<file path="src/rtl/pmo_anim_pkg.sv">
// Shared types and constants for the pet animation scheduler.
//   anim_t          : animation identifiers as presented on anim_id
//   FRAMES          : frame count per animation, indexed by anim_t
//   REQ_*           : bit positions of each animation in the req/pending vectors
//   frame_count()   : frame count lookup with a safe fallback for unused codes
//   anim_req_mask() : one-hot pending bit that belongs to an animation
package pmo_anim_pkg;

    typedef enum logic [2:0] {
        AnimIdle  = 3'd0,
        AnimFeed  = 3'd1,
        AnimPlay  = 3'd2,
        AnimSleep = 3'd3,
        AnimAlert = 3'd4
    } anim_t;

    localparam int unsigned FRAMES [0:4] = '{2, 4, 6, 8, 3};

    localparam int unsigned REQ_FEED  = 0;
    localparam int unsigned REQ_PLAY  = 1;
    localparam int unsigned REQ_SLEEP = 2;
    localparam int unsigned REQ_ALERT = 3;

    function automatic int unsigned frame_count(anim_t a);
        if (a > AnimAlert) begin
            return 1;
        end
        return FRAMES[a];
    endfunction

    function automatic logic [3:0] anim_req_mask(anim_t a);
        logic [3:0] mask;
        mask = 4'b0000;
        case (a)
            AnimFeed:  mask[REQ_FEED]  = 1'b1;
            AnimPlay:  mask[REQ_PLAY]  = 1'b1;
            AnimSleep: mask[REQ_SLEEP] = 1'b1;
            AnimAlert: mask[REQ_ALERT] = 1'b1;
            default:   mask = 4'b0000;
        endcase
        return mask;
    endfunction

endpackage

</file>
<file path="src/rtl/anim_prio_enc.sv">
// Fixed-priority selector over the pending request vector.
// Order is ALERT > SLEEP > FEED > PLAY (note FEED beats PLAY despite its lower bit).
//   pending in  4 : latched requests (bit map of pmo_anim_pkg::REQ_*)
//   anim    out   : selected animation, AnimIdle when nothing is pending
//   valid   out 1 : high when at least one request is pending
module anim_prio_enc
    import pmo_anim_pkg::*;
(
    input  logic [3:0] pending,
    output anim_t      anim,
    output logic       valid
);

    always_comb begin
        anim  = AnimIdle;
        valid = 1'b1;
        if (pending[REQ_ALERT]) begin
            anim = AnimAlert;
        end else if (pending[REQ_SLEEP]) begin
            anim = AnimSleep;
        end else if (pending[REQ_FEED]) begin
            anim = AnimFeed;
        end else if (pending[REQ_PLAY]) begin
            anim = AnimPlay;
        end else begin
            valid = 1'b0;
        end
    end

endmodule

</file>
<file path="src/rtl/anim_scheduler.sv">
// Sprite animation sequencer running on the divided animation clock.
// Latches requests, plays the two-frame idle loop when nothing is queued and
// runs each requested animation REPEAT times before picking the next one.
//   clk_23  in  1      : animation clock
//   rst     in  1      : synchronous active-high reset
//   req     in  4      : request levels (FEED, PLAY, SLEEP, ALERT)
//   hold    in  1      : freeze progress; requests still accumulate
//   cancel  in  1      : abort the running animation (wins over hold)
//   anim_id out 3      : current animation
//   step    out STEP_W : frame index within anim_id
//   playing out 1      : non-idle animation running
//   done    out 1      : one-cycle pulse on normal completion
//   pending out 4      : latched, not-yet-served requests
module anim_scheduler
    import pmo_anim_pkg::*;
#(
    parameter int unsigned REPEAT = 2,
    parameter int unsigned STEP_W = 4
) (
    input  logic              clk_23,
    input  logic              rst,
    input  logic [3:0]        req,
    input  logic              hold,
    input  logic              cancel,
    output logic [2:0]        anim_id,
    output logic [STEP_W-1:0] step,
    output logic              playing,
    output logic              done,
    output logic [3:0]        pending
);

    typedef enum logic [0:0] {StIdle, StRun} state_t;

    state_t            state_q, state_d;
    anim_t             anim_q, anim_d;
    logic [STEP_W-1:0] step_q, step_d;
    logic [1:0]        rep_q, rep_d;
    logic              done_q, done_d;
    logic [3:0]        pend_q, pend_d;

    anim_t             sel_anim;
    logic              sel_valid;
    logic              launch;
    logic              last_step;
    logic              last_rep;

    anim_prio_enc u_prio (
        .pending (pend_q),
        .anim    (sel_anim),
        .valid   (sel_valid)
    );

    assign last_step = (step_q == STEP_W'(frame_count(anim_q) - 1));
    assign last_rep  = (rep_q == 2'(REPEAT - 1));

    always_comb begin
        state_d = state_q;
        anim_d  = anim_q;
        step_d  = step_q;
        rep_d   = rep_q;
        done_d  = 1'b0;
        pend_d  = pend_q | req;
        launch  = 1'b0;

        if (state_q == StRun && cancel) begin
            state_d = StIdle;
            anim_d  = AnimIdle;
            step_d  = '0;
            rep_d   = '0;
        end else if (!hold) begin
            unique case (state_q)
                StIdle: begin
                    // ALERT jumps the idle loop; others wait for the loop to wrap.
                    if (pend_q[REQ_ALERT] || (step_q == STEP_W'(1) && sel_valid)) begin
                        launch = 1'b1;
                    end else begin
                        step_d = (step_q == '0) ? STEP_W'(1) : '0;
                    end
                end
                StRun: begin
                    if (!last_step) begin
                        step_d = step_q + STEP_W'(1);
                    end else if (!last_rep) begin
                        step_d = '0;
                        rep_d  = rep_q + 2'd1;
                    end else begin
                        done_d = 1'b1;
                        if (sel_valid) begin
                            launch = 1'b1;
                        end else begin
                            state_d = StIdle;
                            anim_d  = AnimIdle;
                            step_d  = '0;
                            rep_d   = '0;
                        end
                    end
                end
                default: state_d = StIdle;
            endcase
        end

        if (launch) begin
            state_d = StRun;
            anim_d  = sel_anim;
            step_d  = '0;
            rep_d   = '0;
            // A fresh request for the launched bit re-queues it.
            pend_d  = (pend_q & ~anim_req_mask(sel_anim)) | req;
        end
    end

    always_ff @(posedge clk_23) begin
        if (rst) begin
            state_q <= StIdle;
            anim_q  <= AnimIdle;
            step_q  <= '0;
            rep_q   <= '0;
            done_q  <= 1'b0;
            pend_q  <= '0;
        end else begin
            state_q <= state_d;
            anim_q  <= anim_d;
            step_q  <= step_d;
            rep_q   <= rep_d;
            done_q  <= done_d;
            pend_q  <= pend_d;
        end
    end

    assign anim_id = anim_q;
    assign step    = step_q;
    assign playing = (state_q == StRun);
    assign done    = done_q;
    assign pending = pend_q;

endmodule
</file>
<file path="config.mk">
export PLATFORM = sky130hd
export DESIGN_NAME = anim_scheduler
export DESIGN_NICKNAME = d
export VERILOG_FILES = /design/src/rtl/pmo_anim_pkg.sv /design/src/rtl/anim_prio_enc.sv /design/src/rtl/anim_scheduler.sv
export SDC_FILE = /design/constraint.sdc
export NUM_CORES = 1
export LEC_CHECK = 0
export ABC_AREA = 1
export CAP_MARGIN = 10
export CORE_UTILIZATION = 45
export CTS_CLUSTER_DIAMETER = 30
export CTS_CLUSTER_SIZE = 10
export DETAILED_ROUTE_END_ITERATION = 7
export GPL_ROUTABILITY_DRIVEN = 0
export HOLD_SLACK_MARGIN = 0.06
export MAX_ROUTING_LAYER = met4
export PLACE_DENSITY = 0.8
export SLEW_MARGIN = 20
export SYNTH_ARGS = -nofsm -noshare
export SYNTH_HDL_FRONTEND = slang
export SYNTH_SLANG_ARGS = --single-unit
</file>
<file path="constraint.sdc">
create_clock -name clk_23 -period 1.7 [get_ports clk_23]
set_input_delay 0.34 -clock clk_23 [delete_from_list [all_inputs] [get_ports clk_23]]
set_output_delay 0.34 -clock clk_23 [all_outputs]
set_load 0.05 [all_outputs]
</file>
==> summary.md, run 1 <==
| Metric | Value |
|---|---|
| Outcome | `finished with violations` |
| Failing checks | `setup timing` |
| Max Fanout on Critical Path | `6` |
| Max Slew Vio Count | `0` |
| Worst rel slew slack | `0.7618` |
| Hold endpoint | `rep_q[1]` |
| Worst hold path class | `reg2reg` |
| Initial Util | `0.4975` |
| Synth area leader | `dfxtp_1` |
| Drt via density | `5.382` |
| Pwr Total | `1010 uW` |
| Clock sinks | `15` |
| Arr. time, crit path | `1.99 ns` |
| Seq/Total Area, Yosys | `0.2956` |
| Nets | `204` |
| Setup CP Type | `reg2reg` |
| Reg-to-reg endpoint | `pending[1]` |
| Cell mode on critical path | `nand3_1` |
| # DRC | `0` |
| Die area | `between 2000 and 2500 um2` |
| WL final | `2745 um` |
| CTS tree | `built` |
| Post-route ant nets | `0` |
| Hold path depth | `1` |
| Worst EP required | `around 1.9 ns` |
| Ports | `21` |
| Die W | `49.52 um` |
| Height of the chip | `49.52 um` |
| Post-CTS Hold Fix Bufs | `0` |
| Worst r2r src | `anim_id[1]` |
| Leakage power | `0.0006531 uW` |
| Pwr/cell area | `roughly 660 nW/um2` |
| Yosys warns | `0` |
| CTS clk-pin slew, worst paths | `approximately 0.09 ns` |
| Hold Crit Start | `rep_q[1]` |
| Setup crit end kind | `flip-flop` |
| First-pass GRT wire length | `4209 um` |
| Synthesis-stage register bit count | `15` |
| Final period util | `1.056` |
| Grt total ovfl | `0` |
| DR iter-0 viols | `35` |
| Sequential power share | `0.384` |
| Hold slack final | `0.5032 ns` |
| Post-DP HPWL | `~1900 um` |
| Final min period | `1.795 ns` |
| Achievable Freq | `0.5571 GHz` |
| CP cell instances | `inv_2 -> ha_4 -> inv_4 -> nand3_1 -> nand3_1 -> nand2_2 -> nor2_4 -> nand3_2 -> nand2_4 -> nand3_4 -> nand2_1 -> nand3_1 -> nand2_1 -> inv_1` |
| Cell variety after synth | `25` |
| Mapped Area | `1016 um2` |
| Antenna diode instance count | `0` |
| Crit path largest cell delay | `0.36 ns` |
| Sw Pwr | `about 390 uW` |
| Final WS setup | `-0.09506 ns` |
| Syn Area/Cell | `6.728 um2` |
| Switching fraction of total power | `0.3838` |
| Peak VDD IR | `0.0006215 V` |
| FP Rows | `16` |
| CTS H-Tree Depth | `1` |
| Max cap viols | `0` |
| Syn Inst Count | `151` |
| Area Overhead vs Synth | `50.12%` |
| Number of fillers in the final layout | `157` |
| Port Buf Inserts | `20` |
| Max clock buf depth | `2` |
| Largest net degree at the start of global routing | `9` |
| Net Count, Synth | `164` |
| Yosys top cell area share | `0.2956` |
| Combinational share of power | `0.408` |
| RSZ-0062 raised after global routing | `yes` |
| Crit path launch type | `flip-flop` |
| Core Area | `between 2000 and 2500 um2` |
| Number of global-route vias before repair | `1,048` |
| Clk pwr share | `0.207` |
| Initial antenna violation count | `0` |
| P_int | `622.1 uW` |
| Final setup violation count | `14` |
| Top area cells in the synthesized netlist | `dfxtp_1 (30%), nand2_1 (16%), nand3_1 (9.4%)` |
| DRT Pass-1 Iters | `4` |
| Flop2flop setup slack | `-0.1 ns` |
| CTS buffer count | `3` |
| GRT Overall Usage | `0.2241` |
| Crit path max-delay cell type | `dfxtp_4` |
| Wire per inst | `12.65 um` |
| Slew @ Worst Pin | `0.3541 ns` |
| Clock root buffer | `clkbuf_4` |
| Clk_skew | `0.003180 ns` |
| Fin. Hold Viols | `0` |
| Worst skew pair latency | `roughly 0.29 ns` |
| Cells on worst reg2reg path | `14` |
| Vias post-DR | `around 1,200` |
| Layout cells sized above 1 | `0.4000` |
## cell usage in the layout (no fill, tap or decap), types with 2 or more instances in the layout
master	Yosys	routed
a21oi_1	11	7
a21oi_2	0	4
a31oi_1	3	3
buf_12	0	4
buf_4	0	23
clkbuf_4	0	3
clkdlybuf4s50_1	0	7
dfxtp_1	15	10
dfxtp_2	0	3
dfxtp_4	0	2
ha_1	5	3
inv_1	20	18
inv_2	4	4
inv_4	0	2
nand2_1	42	31
nand2_2	1	10
nand2_4	1	3
nand3_1	19	15
nand3_2	2	6
nand3_4	2	2
nand4_1	5	5
nor2_1	7	7
nor2_4	1	2
nor3b_2	2	2
## cell type report
class	count	area, um2	area share
Clock buffer	4	26.28	0.01723
Multi-Input combinational cell	111	719.4	0.4717
Sequential cell	15	311.5	0.2043
Inverter	25	100.1	0.06563
Timing Repair Buffer	35	334.1	0.2190
Tap cell	27	33.78	0.02215
## worst max-delay path: cells and delay by family (launching register included)
kind                       cells  cell delay [ns]
buffers and inverters          3             0.15
DFF                            1             0.36
adders and majority gates      1             0.24
and+or+nand+nor               10             0.95
## flip-flops by register name, indices dropped and copies added (netlist names)
signal   flops
pending      4
anim_id      3
step         4
done         1
rep_q        2
playing      1
## worst max-delay path by stage
stage,startpoint,to,slack [ns],cells after the start
global route,anim_id[1],rep_q[0],-0.20,12
finish,anim_id[1],pending[1],-0.1,14
floorplan,anim_id[0],pending[0],-0.09,15
CTS,anim_id[0],pending[1],-0.06,15
detailed placement,anim_id[0],rep_q[0],-0.1,13
global placement,anim_id[0],rep_q[0],-0.02,13
## layer usage
layer	vias to the layer above	wire length, um	global-route usage
met1	534	1078	0.2707
met2	49	1448	0.3858
li1	576	-	-
met4	0	60	0.08571
met3	9	158	0.01852
met5	-	0	-
## cells by family after synthesis
| logic type | count (synthesis) | synth area share |
|---|---|---|
| fa+ha+maj | 5 | 0.06158 |
| xor+xnor | 2 | 0.01724 |
| simple gates | 88 | 0.4483 |
| flops | 15 | 0.2956 |
| compound gates | 16 | 0.08497 |
| buf+inv | 25 | 0.09235 |
## power by group through the flow
stage	Combinational, uW	Clock, uW	Sequential (uW)
floorplan	177	0	458
global placement	363	0	394
detailed placement	370	0	395
CTS	378	211	387
global route	448	234	391
finish	412	209	388
## repair_timing
| action | CTS | global route |
|---|---|---|
| resized for setup | 3 | 20 |
| buffers inserted | 1 | 2 |
| pin swaps | 8 | 17 |
| setup endpoints to repair | 13 | 15 |
## metrics by stage
step	cells	setup WS, ns	TNS, ns	instance area, um2	utilization
finish	217	-0.09506	-0.8134	1525	0.7469
global route	217	-0.2032	-2.256	1525	0.7469
CTS	215	-0.05907	-0.4246	1443	0.7065
detailed placement	210	-0.09850	-0.7273	1401	0.6863
global placement	210	-0.01549	-0.03313	1401	0.6863
floorplan	151	-0.08615	-0.8439	1060	-
## Yosys cell counts
cell	count
nor2_2	2
xnor2_1	1
inv_2	4
a21oi_1	11
nor4_1	1
nor3_1	2
nor2_1	7
nand2_4	1
dfxtp_1	15
nand4_1	5
nor3b_2	2
a211oi_1	1
xor2_1	1
nand3_1	19
nand3_4	2
nor2_4	1
a31oi_1	3
o21ai_0	1
clkinv_1	1
ha_1	5
inv_1	20
nand3_2	2
nand3b_1	1
nand2_2	1
nand2_1	42
Power figures use the tool's default switching activity.
==> run 2, diff against run 1 <==
--- a/config.mk
+++ b/config.mk
@@ -15,7 +15,7 @@
 export HOLD_SLACK_MARGIN = 0.06
 export MAX_ROUTING_LAYER = met4
 export PLACE_DENSITY = 0.8
-export SLEW_MARGIN = 20
+export SLEW_MARGIN = 5
 export SYNTH_ARGS = -nofsm -noshare
 export SYNTH_HDL_FRONTEND = slang
 export SYNTH_SLANG_ARGS = --single-unit
==> results of run 2 <==
Same layout as run 1: the final DEF is identical, and so are final timing and power.
